**config.mk**
```make
export PLATFORM = sky130hd
export DESIGN_NAME = ag32gbd_bus_master
export DESIGN_NICKNAME = d
export VERILOG_FILES = /design/src/rtl/ag32gbd_bus_master.sv
export SDC_FILE = /design/constraint.sdc
export NUM_CORES = 1
export LEC_CHECK = 0
export BUFFER_PORTS_ARGS = -buffer_cell sky130_fd_sc_hd__buf_2
export CELL_PAD_IN_SITES_DETAIL_PLACEMENT = 0
export CELL_PAD_IN_SITES_GLOBAL_PLACEMENT = 2
export CORE_MARGIN = 2
export CORE_UTILIZATION = 30
export CTS_BUF_LIST = sky130_fd_sc_hd__clkbuf_16
export DETAILED_ROUTE_END_ITERATION = 7
export PLACE_DENSITY_LB_ADDON = 0.1
export RECOVER_POWER = 50
export SLEW_MARGIN = 20
export SYNTH_ARGS = -nofsm -noshare
export SYNTH_HDL_FRONTEND = slang
export SYNTH_SLANG_ARGS = --single-unit
```
**constraint.sdc**
```tcl
create_clock -name sys_clock -period 2.7 [get_ports sys_clock]
set_input_delay 0 -clock sys_clock [delete_from_list [all_inputs] [get_ports sys_clock]]
set_output_delay 0 -clock sys_clock [all_outputs]
set_load 0.01 [all_outputs]
```
**src/rtl/ag32gbd_bus_master.sv**
```systemverilog
// Game Boy cartridge-bus initiator: turns single-byte host requests into one
// timed cartridge bus cycle (setup, strobe, hold) on the cartridge connector.
module ag32gbd_bus_master #(
    parameter int SETUP_CYCLES  = 2,
    parameter int STROBE_CYCLES = 6,
    parameter int HOLD_CYCLES   = 2
) (
    input  logic        sys_clock,
    input  logic        sys_reset,
    input  logic        req_valid,
    output logic        req_ready,
    input  logic        req_write,
    input  logic [15:0] req_addr,
    input  logic [7:0]  req_wdata,
    output logic        rsp_valid,
    output logic [7:0]  rsp_rdata,
    output logic [15:0] Cart_a,
    output logic [7:0]  Cart_d_out,
    output logic        Cart_d_oe,
    input  logic [7:0]  Cart_d_in,
    output logic        Cart_nRD,
    output logic        Cart_nWR,
    output logic        Cart_nCS
);

    if (SETUP_CYCLES < 1 || SETUP_CYCLES > 255 ||
        STROBE_CYCLES < 1 || STROBE_CYCLES > 255 ||
        HOLD_CYCLES < 1 || HOLD_CYCLES > 255) begin : g_bad_timing
        $error("ag32gbd_bus_master: phase lengths must be in 1..255");
    end

    localparam logic [7:0] LD_SETUP  = 8'(SETUP_CYCLES - 1);
    localparam logic [7:0] LD_STROBE = 8'(STROBE_CYCLES - 1);
    localparam logic [7:0] LD_HOLD   = 8'(HOLD_CYCLES - 1);

    typedef enum logic [1:0] {IDLE, SETUP, STROBE, HOLD} state_t;

    state_t      r_state;
    state_t      w_state_nxt;
    logic [7:0]  r_cnt;
    logic [7:0]  w_cnt_nxt;
    logic        r_write;
    logic        w_accept;
    logic        w_phase_end;
    logic        w_strobe_end;
    logic        w_hold_end;

    logic        r_req_ready;
    logic        r_rsp_valid;
    logic [7:0]  r_rsp_rdata;
    logic [15:0] r_cart_a;
    logic [7:0]  r_cart_d_out;
    logic        r_cart_d_oe;
    logic        r_cart_nrd;
    logic        r_cart_nwr;
    logic        r_cart_ncs;

    assign w_accept     = req_valid && r_req_ready;
    assign w_phase_end  = (r_cnt == 8'd0);
    assign w_strobe_end = (r_state == STROBE) && w_phase_end;
    assign w_hold_end   = (r_state == HOLD) && w_phase_end;

    // Each phase loads its length minus one and leaves when the counter hits zero.
    always_comb begin
        w_state_nxt = r_state;
        w_cnt_nxt   = r_cnt;
        case (r_state)
            IDLE: begin
                if (w_accept) begin
                    w_state_nxt = SETUP;
                    w_cnt_nxt   = LD_SETUP;
                end
            end
            SETUP: begin
                if (w_phase_end) begin
                    w_state_nxt = STROBE;
                    w_cnt_nxt   = LD_STROBE;
                end else begin
                    w_cnt_nxt = r_cnt - 8'd1;
                end
            end
            STROBE: begin
                if (w_phase_end) begin
                    w_state_nxt = HOLD;
                    w_cnt_nxt   = LD_HOLD;
                end else begin
                    w_cnt_nxt = r_cnt - 8'd1;
                end
            end
            HOLD: begin
                if (w_phase_end) begin
                    w_state_nxt = IDLE;
                    w_cnt_nxt   = 8'd0;
                end else begin
                    w_cnt_nxt = r_cnt - 8'd1;
                end
            end
            default: begin
                w_state_nxt = IDLE;
                w_cnt_nxt   = 8'd0;
            end
        endcase
    end

    always_ff @(posedge sys_clock) begin
        if (w_accept) begin
            r_write <= req_write;
        end
    end

    // Outputs are registered from the next state so strobes never glitch.
    always_ff @(posedge sys_clock or posedge sys_reset) begin
        if (sys_reset) begin
            r_state      <= IDLE;
            r_cnt        <= 8'd0;
            r_req_ready  <= 1'b1;
            r_rsp_valid  <= 1'b0;
            r_rsp_rdata  <= 8'h00;
            r_cart_a     <= 16'h0000;
            r_cart_d_out <= 8'h00;
            r_cart_d_oe  <= 1'b0;
            r_cart_nrd   <= 1'b1;
            r_cart_nwr   <= 1'b1;
            r_cart_ncs   <= 1'b1;
        end else begin
            r_state     <= w_state_nxt;
            r_cnt       <= w_cnt_nxt;
            r_req_ready <= (w_state_nxt == IDLE);
            r_cart_nrd  <= !((w_state_nxt == STROBE) && !r_write);
            r_cart_nwr  <= !((w_state_nxt == STROBE) && r_write);
            r_rsp_valid <= w_strobe_end;
            if (w_strobe_end && !r_write) begin
                r_rsp_rdata <= Cart_d_in;
            end
            if (w_accept) begin
                r_cart_a   <= req_addr;
                r_cart_ncs <= (req_addr[15:13] != 3'b101);
                if (req_write) begin
                    r_cart_d_out <= req_wdata;
                    r_cart_d_oe  <= 1'b1;
                end
            end else if (w_hold_end) begin
                r_cart_ncs  <= 1'b1;
                r_cart_d_oe <= 1'b0;
            end
        end
    end

    assign req_ready  = r_req_ready;
    assign rsp_valid  = r_rsp_valid;
    assign rsp_rdata  = r_rsp_rdata;
    assign Cart_a     = r_cart_a;
    assign Cart_d_out = r_cart_d_out;
    assign Cart_d_oe  = r_cart_d_oe;
    assign Cart_nRD   = r_cart_nrd;
    assign Cart_nWR   = r_cart_nwr;
    assign Cart_nCS   = r_cart_ncs;

endmodule

```
Word level (Yosys, flattened, before mapping). Cells that the tools add are included.

Add/sub/neg operators: 1. Multiplexer cells: 15. Eq/ne operators: 7. Reduce and logical (&&, ||, !) cells: 15.

Operator list (number): 8-bit 2-to-1 mux (4); 8-bit one-hot mux with 4 select lines (1); 8-bit logical NOT (1); 2-bit 2-to-1 mux (4); 2-bit one-hot mux with 4 select lines (1); 8-bit by 1-bit subtractor with 8-bit output, second input constant (1); 2-bit == test, second input constant (3); 1-bit logical AND (6); 1-bit 2-to-1 mux (5); 2-bit logical NOT (2); 2-bit inequality test, second input constant (2); 2-bit AND reduction (2); 1-bit logical NOT (3); 3-bit inequality test, second input constant (1); 2-bit by 1-bit == test with 1-bit output, second input constant (1); 2-bit nonzero test (1).

Input bits: 36. Output and inout bits: 38. Flip-flop bits (word level): 49. Logic and storage cells: 50.

Depth between registers and ports, before layout. Gate-level depths: netlist of run 1.

Word-level depth: 6. Depth in mapped cells: 7. Mapped depth without buffers: 6.

Worst setup path before layout of run 1. Ideal clock, no wire load.

Path kind: flip-flop to flip-flop. Start: register r_cnt[0]. End: register r_rsp_rdata[0], in the netlist rsp_rdata[0]. Clock period less this slack: 1899 ps. Stages on the path, launching flop included: 8. Path slack: 801 ps. Library setup time: 125 ps. Data required time: 2575 ps. Buffers on the path: 1. Arrival: 1774 ps. Path through: dfrtp_1 -> inv_1 -> ha_1 -> nor3b_2 -> nand2_2 -> or3_1 -> buf_6 -> mux2_4.

Word-level cells in the longest chain between the ends: 3.

RTL lines: from (decl) (line 40) `logic [7:0] r_cnt;`; from (signal assigned) (line 127) `r_cnt <= w_cnt_nxt;`; 8-bit logical NOT (line 59) `assign w_phase_end = (r_cnt == 8'd0);`; 1-bit logical AND (line 60) `assign w_strobe_end = (r_state == STROBE) && w_phase_end;`; 1-bit logical AND (line 132) `if (w_strobe_end && !r_write) begin`; to (signal assigned) (line 133) `r_rsp_rdata <= Cart_d_in;`; to (decl) (line 50) `logic [7:0] r_rsp_rdata;`.

No other way between the ends. A chain may end at the register's enable or synchronous reset.

Final worst setup path of run 1.
Start: register r_cnt[0]. End: register r_rsp_rdata[4], in the netlist rsp_rdata[4].

The elaborated chain is that of the path after synthesis.

==> summary.md, run 1 <==
| Metric | Value |
|---|---|
| Worst setup SP type | register |
| Sum of negative setup slack | 0 ns |
| Synthesized flop and latch total | 49 |
| Grt total ovfl | 0 |
| Htree depth | 2 |
| Initial DRC count | 57 |
| Dpl hpwl | just over 3 mm |
| Port buffer count | 73 |
| Met1 WL | 2.166 mm |
| Worst-margin pin slew | 1.834 ns |
| Tcrit/Tclk final | 80.63% |
| Final Hold Slack | 0.2123 ns |
| Gate Count Post-Synth | 183 |
| Top cell type's share of synthesized area | 53.56% |
| Yosys top cell by area | dfrtp_1 |
| Critical path fanouts, max | 8 |
| Synth Area in Simple Gates | between 10% and 20% |
| DR vias | 1,660 |
| Peak supply drop | 311.1 uV |
| Peak Freq | between 400 and 500 MHz |
| Vias in the first global route | 1,592 |
| Die span in x | 86.78 um |
| Clk Latency, worst-skew pair | about 0.29 ns |
| Routed Antenna Nets | 0 |
| Highest-delay cell along the critical path | or3_1 |
| Post-synthesis xor/xnor area fraction | 0.4260% |
| DRC violations left | 0 |
| Post-CTS setup buffer count | 0 |
| Largest family of logic cells by synthesized area | simple AND/OR/NAND/NOR gates |
| Seq/Total Area, Yosys | 60.13% |
| I/O pins | 74 |
| Die Y | 86.78 um |
| Critical path class | register to register |
| NumNets Final | 330 |
| LEAKAGE | 0.001415 uW |
| Met3 wire length | 253 um |
| Number of distinct library cells after synthesis | 34 |
| Highest metal used | met4 |
| RSZ-0062 raised after global routing | false |
| GP Congestion | 0.7256 |
| Resized cells post-CTS | 0 |
| Crit. End Element | register |
| Worst setup startpoint | r_cnt[0] |
| Largest net degree at the start of global routing | between 40 and 50 |
| Critical path cell sequence | inv_1 > ha_1 > nor3b_2 > nand2_2 > or3_1 > mux2_4 |
| Post-synth EDFFs | 1 |
| Synth Area in Compound Gates | under 10% |
| Flop-to-flop setup slack | 0.52 ns |
| Area growth from synthesis to layout | 43.88% |
| Core Area | roughly 0.0067 mm^2 |
| Final Hold Viols | 0 |
| TritonCTS clock tree | done |
| WL/cell | 12.80 um |
| Total wire length | around 4.8 mm |
| Clock tree root buffer cell | clkbuf_16 |
| Worst slack, placed | 0.4977 ns |
| Die area | 0.007531 mm^2 |
| Syn nets | 221 |
| Clock skew | roughly 0.0048 ns |
| Initial core utilization | 30.60% |
| Final Setup Violations | 0 |
| Final slew viol count | a little under 50 |
| Num CTS Buffers | 5 |
| Worst hold path type | primary input to register |
| Antenna cell count | 0 |
| Worst path max stage delay | between 0.5 and 0.6 ns |
| GRT Util Overall | 13.19% |
| Mapped Avg Cell Area | 11.23 um^2 |
| Status | finished with violations |
| Post-synth ARST share | ~98% |
| First-pass GRT wire length | 7.769 mm |
| Layout cell share with drive strength beyond 1 | a little under a quarter |
| Post-CTS Hold Buffers | 33 |
| Clk sink count | a little under 50 |
| Metal2 WL | about 2.3 mm |
| Ys flop type | dfrtp_1 |
| Mux cell area share after synthesis | 10.23% |
| Max-cap violation count | 1 |
| Tmin final | 2.177 ns |
| Reg2Reg Depth | 6 |
| Top post-synthesis cells by area | dfrtp_1 (54%), nand2_1 (10%), mux2_4 (5.8%), dfstp_2 (5.1%), mux2_2 (4.4%) |
| Worst Hold Launch | req_valid |
| Power Density | 973.5 mW/mm^2 |
| Initial antenna violation count | 0 |
| Mapped cell area | 0.002056 mm^2 |
| Top cells by count, synth | nand2_1 (55), dfrtp_1 (44), mux2_2 (8), mux2_4 (8), a21oi_1 (7) |
| Arrival time worst endpoint | approximately 2.4 ns |
| Clock Path Buffers | 2 |
| Reg clk slew, reported paths | approximately 0.06 ns |
| Syn. warnings | 0 |
| Worst Hold Depth | 5 |
| Worst r2r src | r_cnt[0] |
| Area share of fa/ha/maj cells after synthesis | 1.217% |
| Hold EP | Cart_a[9] |
| Row cnt | 30 |
| Worst Path Required | approximately 2.9 ns |
| R2r endpoint | rsp_rdata[4] |
| Top-count cell post-synth | nand2_1 |
| Final setup margin | between 0.5 and 0.6 ns |
| Mean number of vias per cell | approximately 4.5 |
| Failing checks | capacitance limit, slew limit |
| Slew headroom | -22.38% |
| Drt first pass iters | 4 |
worst max-delay path: cells and delay by family, from the launching register on:
kind                     cells  cell delay (ns)
buffers and inverters        1             0.10
AND/OR/NAND/NOR              3             1.02
flip-flops                   1             0.43
adder cells (fa/ha/maj)      1             0.13
multiplexers                 1             0.37
flip-flops by register name, indices dropped and copies added, names as in the netlist, 2 cells and up:
name	cells
r_cnt	8
rsp_rdata	8
r_state	2
Cart_a	16
Cart_d_out	8
cell families (layout without fill, tap and decap cells):
logic type,after synthesis,in the layout
flip-flops,49,49
AO/OA/AOI/OAI,24,24
multiplexers,16,16
XOR/XNOR,1,1
buffers and inverters,11,121
adder cells (fa/ha/maj),2,2
AND/OR/NAND/NOR,80,80
power breakdown:
part           switching [uW]  internal, uW  leakage [uW]
combinational             520           420      0.000745
clock                     260           432     0.0000850
sequential                221          1030      0.000585
total                    1000          1880       0.00142
worst max-delay path by stage:
stage	endpoint	slack [ns]	cells past startpoint
2_1_floorplan	rsp_rdata[0]	0.80	7
3_3_place_gp	rsp_rdata[5]	0.56	6
3_5_place_dp	rsp_rdata[7]	0.50	6
4_1_cts	rsp_rdata[1]	0.49	6
5_1_grt	r_cnt[7]	0.35	3
6_report	rsp_rdata[4]	0.52	6
area by class of cell:
class	instances	area [um^2]
fill	664	3761
sequential	49	1236
multi-input combinational	123	770.7
timing repair buffer	109	671.9
clock buffer	5	125.1
tap	80	100.1
clock inverter	3	38.79
inverter	4	15.01
cells in the final DEF, fill, tap and decap left out, types with 4 or more instances in the layout:
cell type / Yosys / layout
a21oi_1: 7 / 7
a31oi_1: 5 / 5
buf_2: 0 / 34
clkbuf_1: 6 / 39
clkbuf_16: 0 / 5
dfrtp_1: 44 / 44
dfstp_2: 4 / 4
dlygate4sd3_1: 0 / 34
inv_1: 4 / 5
mux2_2: 8 / 8
mux2_4: 8 / 8
nand2_1: 55 / 55
nand2b_1: 5 / 5
nor3_1: 4 / 4
stage by stage:
step / util (%) / cell area [um^2] / cells / power [uW]
after floorplan: - / 2056 / 183 / 1849
after detailed placement: 37.24 / 2502 / 331 / 2222
after global placement: 37.24 / 2502 / 331 / 2220
final: 44.02 / 2958 / 373 / 2879
after global routing: 44.02 / 2958 / 373 / 3090
after CTS: 44.60 / 2997 / 372 / 2966
metal layers:
metal	vias up	track usage [%]
met4	0	3.835
met2	48	21.37
met3	4	4.667
met5	-	0
li1	837	-
met1	771	16.62
Power figures use the tool's default switching activity.
==> inputs of run 2 (changes only) <==
--- a/config.mk
+++ b/config.mk
@@ -9,7 +9,7 @@
 export CELL_PAD_IN_SITES_DETAIL_PLACEMENT = 0
 export CELL_PAD_IN_SITES_GLOBAL_PLACEMENT = 2
 export CORE_MARGIN = 2
-export CORE_UTILIZATION = 30
+export CORE_UTILIZATION = 27
 export CTS_BUF_LIST = sky130_fd_sc_hd__clkbuf_16
 export DETAILED_ROUTE_END_ITERATION = 7
 export PLACE_DENSITY_LB_ADDON = 0.1
==> constraint.sdc (replaced) <==
create_clock -name sys_clock -period 2 [get_ports sys_clock]
set_input_delay 0 -clock sys_clock [delete_from_list [all_inputs] [get_ports sys_clock]]
set_output_delay 0 -clock sys_clock [all_outputs]
set_load 0.01 [all_outputs]
==> run 2 against run 1 <==
Effect of this change: the run now ends clean; sequential cell count did not move; utilization decreased by 2.5 points; non-clock buffer count increased by 8.
==> summary.md, run 2 (same netlist as run 1, synthesis figures left out) <==
| Metric | Value |
|---|---|
| TritonCTS clock tree | done |
| Layout cell share with drive strength beyond 1 | 25.25% |
| Met2 usage | 20.49% |
| Clock share of power | between 20% and 30% |
| WL/cell | 12.50 um |
| Routed Antenna Nets | 0 |
| Final Hold Slack | 0.2573 ns |
| Row cnt | 31 |
| Critical path cell sequence | inv_1 > ha_1 > nor3b_2 > nand2_2 > or3_4 > mux2_4 |
| Arrival time worst endpoint | between 2 and 2.5 ns |
| Dpl hpwl | roughly 3.4 mm |
| Most common cell after layout, fill and taps aside | nand2_1 |
| Worst Hold Depth | 5 |
| Clock tree root buffer cell | clkbuf_16 |
| Worst r2r src | r_cnt[1] |
| GRT Max-Usage Layer | met2 |
| RSZ-0062 raised after global routing | false |
| Worst Path Required | 2.18 ns |
| Vias in the first global route | 1,762 |
| Worst-margin pin slew | 1.065 ns |
| Sw power | about 1400 uW |
| Filler Cell Count | 732 |
| Port buffer count | 73 |
| Status | complete, no violations |
| Clock skew | roughly 0.006 ns |
| Final Hold Viols | 0 |
| Mean number of vias per cell | about 4.2 |
| Die area | 0.008327 mm^2 |
| Grt total ovfl | 0 |
| GP Congestion | 0.7103 |
| Peak supply drop | 434.0 uV |
| Power Density | 1308 mW/mm^2 |
| Tcrit/Tclk final | between 90% and 100% |
| Reg clk slew, reported paths | 0.07 ns |
| Htree depth | 2 |
| First-pass GRT wire length | 8.707 mm |
| Die Y | 91.26 um |
| Hold EP | Cart_a[5] |
| Crit. End Element | register |
| Initial antenna violation count | 0 |
| I/O pins | 74 |
| DRC violations left | 0 |
| Max-cap violation count | 0 |
| Total wire length | 5.001 mm |
| Initial core utilization | 28.04% |
| GRT Util Overall | around an eighth |
| Clock Path Buffers | 2 |
| Num CTS Buffers | 5 |
| Number of flip-flops under the largest register name | 16 |
| Worst setup SP type | register |
| Initial DRC count | 54 |
| Largest net degree at the start of global routing | 28 |
| Post-route cell area | approximately 0.0030 mm^2 |
| Sequential power share | 41.8% |
| DR vias | 1,687 |
| NumNets Final | between 300 and 400 |
| Flop-to-flop setup slack | 0.15 ns |
| Commonest non-fill, non-tap cells in the layout | nand2_1 (55), dfrtp_1 (44), clkbuf_1 (40) |
| Grt met3 use | between 3 and 4% |
| P_int | 2609 uW |
| Core Area | 0.007331 mm^2 |
| Comb pwr share | 34.4% |
| Dpl cell area | 0.002586 mm^2 |
| Critical path class | register to register |
| M1 GR Usage | 17.23% |
| Worst Hold Launch | req_valid |
| Clk sink count | 49 |
| Drt first pass iters | 4 |
| Die span in x | 91.26 um |
| Antenna cell count | 0 |
| Slew headroom | 28.94% |
| Final slew viol count | 0 |
| Final Setup Violations | 0 |
| Critical path fanouts, max | 8 |
| Reg2Reg Depth | 6 |
| Peak Freq | 541.2 MHz |
| Tmin final | between 1.5 and 2 ns |
| Seq. cell area | 0.001236 mm^2 |
| Clk Latency, worst-skew pair | 0.29 ns |
| Worst path max stage delay | 0.47 ns |
| Worst hold path type | primary input to register |
| Multi-input gate area | about 780 um^2 |
| LEAKAGE | between 0.001 and 0.0015 uW |
| Highest-delay cell along the critical path | or3_4 |
| R2r endpoint | rsp_rdata[0] |
| Switching Share | between 30 and 40% |
| Area growth from synthesis to layout | 48.14% |
[run 2: power groups by stage]
stage          Clock, uW  Sequential [uW]  Combinational [uW]
3_3_place_gp           0             1660                1430
2_1_floorplan          0             1770                 728
4_1_cts              979             1660                1470
3_5_place_dp           0             1660                1420
5_1_grt             1020             1720                1560
6_report             952             1660                1370
[run 2: worst max-delay path by stage]
| stage | startpoint | cells after the start | end | slack (ns) |
|---|---|---|---|---|
| after CTS | r_cnt[1] | 6 | rsp_rdata[0] | 0.15 |
| after global placement | r_cnt[1] | 6 | rsp_rdata[6] | 0.04 |
| after detailed placement | r_cnt[1] | 6 | rsp_rdata[3] | -0.002 |
| final | r_cnt[1] | 6 | rsp_rdata[0] | 0.15 |
| after global routing | r_cnt[1] | 6 | rsp_rdata[6] | 0.04 |
| after floorplan | r_cnt[0] | 7 | rsp_rdata[0] | 0.10 |
[run 2: stage by stage]
step / power (uW) / TNS [ns] / setup WS (ns) / instances / util [%]
after floorplan: 2496 / 0 / 0.1008 / 183 / -
after global placement: 3096 / 0 / 0.03848 / 358 / 35.28
after detailed placement: 3079 / -0.002412 / -0.002412 / 358 / 35.28
after CTS: 4105 / 0 / 0.1497 / 400 / 42.26
after global routing: 4302 / 0 / 0.04365 / 400 / 41.54
final: 3985 / 0 / 0.1522 / 400 / 41.54
[run 2: repair_timing]
action	CTS	global route
resized for setup	1	0
hold buffers	34	0
endpoints found under the setup margin	8	0
hold endpoints to repair	59	0
setup buffers	0	0
[run 2: critical path, delay by kind of cell (launching register included)]
family / cells / cell delay [ns]
multiplexers: 1 / 0.32
flip-flops: 1 / 0.41
buffers and inverters: 1 / 0.10
adder cells (fa/ha/maj): 1 / 0.14
AND/OR/NAND/NOR: 3 / 0.76
[run 2: layout make-up]
class	instances	share of cell area, %
clock buffers	5	4.108
inverters	4	0.4930
repair buffers	117	23.91
clock inverters	3	1.356
well taps	99	4.067
flip-flops and latches	49	40.59
multi-input cells	123	25.47
[run 2: per-layer routing]
| metal | share of wire [%] | vias to the layer above |
|---|---|---|
| met4 | 2.0 | 0 |
| li1 | - | 848 |
| met3 | 5.1 | 9 |
| met2 | 47 | 40 |
| met1 | 46 | 790 |
| met5 | 0 | - |
==> inputs of run 3 (changes only) <==
--- a/config.mk
+++ b/config.mk
@@ -10,9 +10,8 @@
 export CELL_PAD_IN_SITES_GLOBAL_PLACEMENT = 2
 export CORE_MARGIN = 2
 export CORE_UTILIZATION = 27
-export CTS_BUF_LIST = sky130_fd_sc_hd__clkbuf_16
 export DETAILED_ROUTE_END_ITERATION = 7
-export PLACE_DENSITY_LB_ADDON = 0.1
+export PLACE_DENSITY_LB_ADDON = 0.3
 export RECOVER_POWER = 50
 export SLEW_MARGIN = 20
 export SYNTH_ARGS = -nofsm -noshare
==> run 3 against run 2 <==
Effect of this change: routed wire length shrank 3.8%; fmax grew 0.52%; cell area shrank 2.5%; non-clock buffer count shrank 2; power shrank 9.9%; sequential share of layout area grew 1.1 points; via count shrank 0.41%; utilization shrank 1.1 points; sequential cell count is the same; clock power shrank 39%; critical path type unchanged; highest routed layer unchanged.
==> summary.md, run 3 (same netlist as run 1, synthesis figures left out) <==
| Metric | Value |
|---|---|
| Mean number of vias per cell | 4.221 |
| Final slew viol count | 0 |
| NumNets Final | between 300 and 400 |
| Final cell count without fillers | 398 |
| Drt first pass iters | 4 |
| Crit. End Element | register |
| Die Y | 91.26 um |
| WL/cell | 12.09 um |
| Num CTS Buffers | 5 |
| Clk Latency, worst-skew pair | 0.30 ns |
| Layout cell share with drive strength beyond 1 | 30.10% |
| Number of flip-flops under the largest register name | 16 |
| Critical path class | register to register |
| Worst setup SP type | register |
| Area growth from synthesis to layout | 44.37% |
| Critical path cell sequence | inv_1 > ha_1 > nor3b_2 > nand2_2 > or3_4 > mux2_4 |
| Max-cap violation count | 0 |
| Post-route cell area | 0.002968 mm^2 |
| Dpl hpwl | 3.231 mm |
| Peak Freq | 544.0 MHz |
| Core Area | between 0.007 and 0.008 mm^2 |
| Arrival time worst endpoint | roughly 2 ns |
| Metal2 WL | 2.077 mm |
| Peak supply drop | a little over 400 uV |
| Met1 WL | 2.373 mm |
| Tcrit/Tclk final | roughly 92% |
| Final Setup Violations | 0 |
| Die area | 0.008327 mm^2 |
| Htree depth | 2 |
| Die span in x | a little over 90 um |
| Clk sink count | 49 |
| Met3 wire length | between 200 and 300 um |
| Worst Path Required | 2.19 ns |
| Highest-delay cell along the critical path | or3_4 |
| Final Hold Viols | 0 |
| DR vias | 1,680 |
| Worst path max stage delay | 0.46 ns |
| GRT Util Overall | 12.03% |
| Initial antenna violation count | 0 |
| Largest net degree at the start of global routing | 20 |
| Worst slack, placed | -0.007917 ns |
| Placed Cells | roughly 360 |
| Row cnt | 31 |
| Final setup margin | 0.1618 ns |
| Initial core utilization | approximately 28% |
| LEAKAGE | 0.001445 uW |
| Post-layout util | between 40 and 50% |
| Power Density | 1210 mW/mm^2 |
| Commonest non-fill, non-tap cells in the layout | nand2_1 (55), buf_2 (51), dfrtp_1 (44) |
| Routed Antenna Nets | 0 |
| Flop-to-flop setup slack | 0.16 ns |
| Slew headroom | 33.44% |
| Worst-margin pin slew | approximately 1 ns |
| DRC violations left | 0 |
| TritonCTS clock tree | done |
| Grt total ovfl | 0 |
| Total wire length | 4.811 mm |
| Tmin final | 1.838 ns |
| Dpl cell area | 0.002571 mm^2 |
| Reg clk slew, reported paths | 0.09 ns |
| GP Congestion | 0.7053 |
| Clock skew | 0.006639 ns |
| First-pass GRT wire length | 8.045 mm |
| Port buffer count | 73 |
| RSZ-0062 raised after global routing | false |
| Initial DRC count | 40 |
| Vias in the first global route | approximately 1,700 |
| Clock tree root buffer cell | clkbuf_8 |
| Critical path fanouts, max | 8 |
| Clock Path Buffers | 2 |
| Most common cell after layout, fill and taps aside | nand2_1 |
| Highest metal used | met4 |
| Worst hold path type | primary input to register |
| I/O pins | 74 |
| Status | complete, no violations |
| Antenna cell count | 0 |
run 3: critical path: cells and delay by family, from the launching register on:
family | cells | cell delay (ns)
adders and majority gates | 1 | 0.14
DFF | 1 | 0.41
muxes | 1 | 0.33
buffers and inverters | 1 | 0.10
and+or+nand+nor | 3 | 0.75
run 3: per-stage QoR:
step	power (uW)	setup TNS, ns	hold slack (ns)
global placement	3038	0	-0.03396
global route	3915	0	0.2157
floorplan	2496	0	0.09887
finish	3590	0	0.1690
detailed placement	3046	-0.01600	-0.03579
CTS	3701	0	0.1554
run 3: final timing paths:
kind | cells after the start | end | start
max | 6 | rsp_rdata[3] | r_cnt[1]
max in group asynchronous | 4 | r_cnt[3] | sys_reset
min | 5 | Cart_a[9] | req_valid
min in group asynchronous | 3 | rsp_rdata[2] | sys_reset
max reg2reg | 6 | rsp_rdata[3] | r_cnt[1]
min reg2reg | 1 | Cart_nWR | r_write
run 3: layout make-up:
cell class                 instances  area, um^2
clock inverter                     2       13.76
clock buffer                       6       72.57
timing repair buffer             115       730.7
inverter                           4       15.01
multi-input combinational        123       775.7
sequential                        49        1236
fill                             721        4363
tap                               99       123.9
run 3: power by group:
group	total [uW]	switching, uW	leakage (uW)	internal, uW
logic	1360	718	0.000814	640
registers	1650	270	0.000585	1380
clock network	580	330	0.0000456	250
run 3: what timing repair did:
item,4_1_cts,5_1_grt
endpoints found under the hold margin,74,0
gates resized for setup,1,0
endpoints found under the setup margin,8,0
hold buffers,34,0
buffers inserted,0,0
run 3: routing by layer:
metal | GRT usage, % | up-vias
met5 | 0 | -
met4 | 3.788 | 0
met3 | 3.402 | 6
met2 | 18.64 | 56
met1 | 16.29 | 773
li1 | - | 845
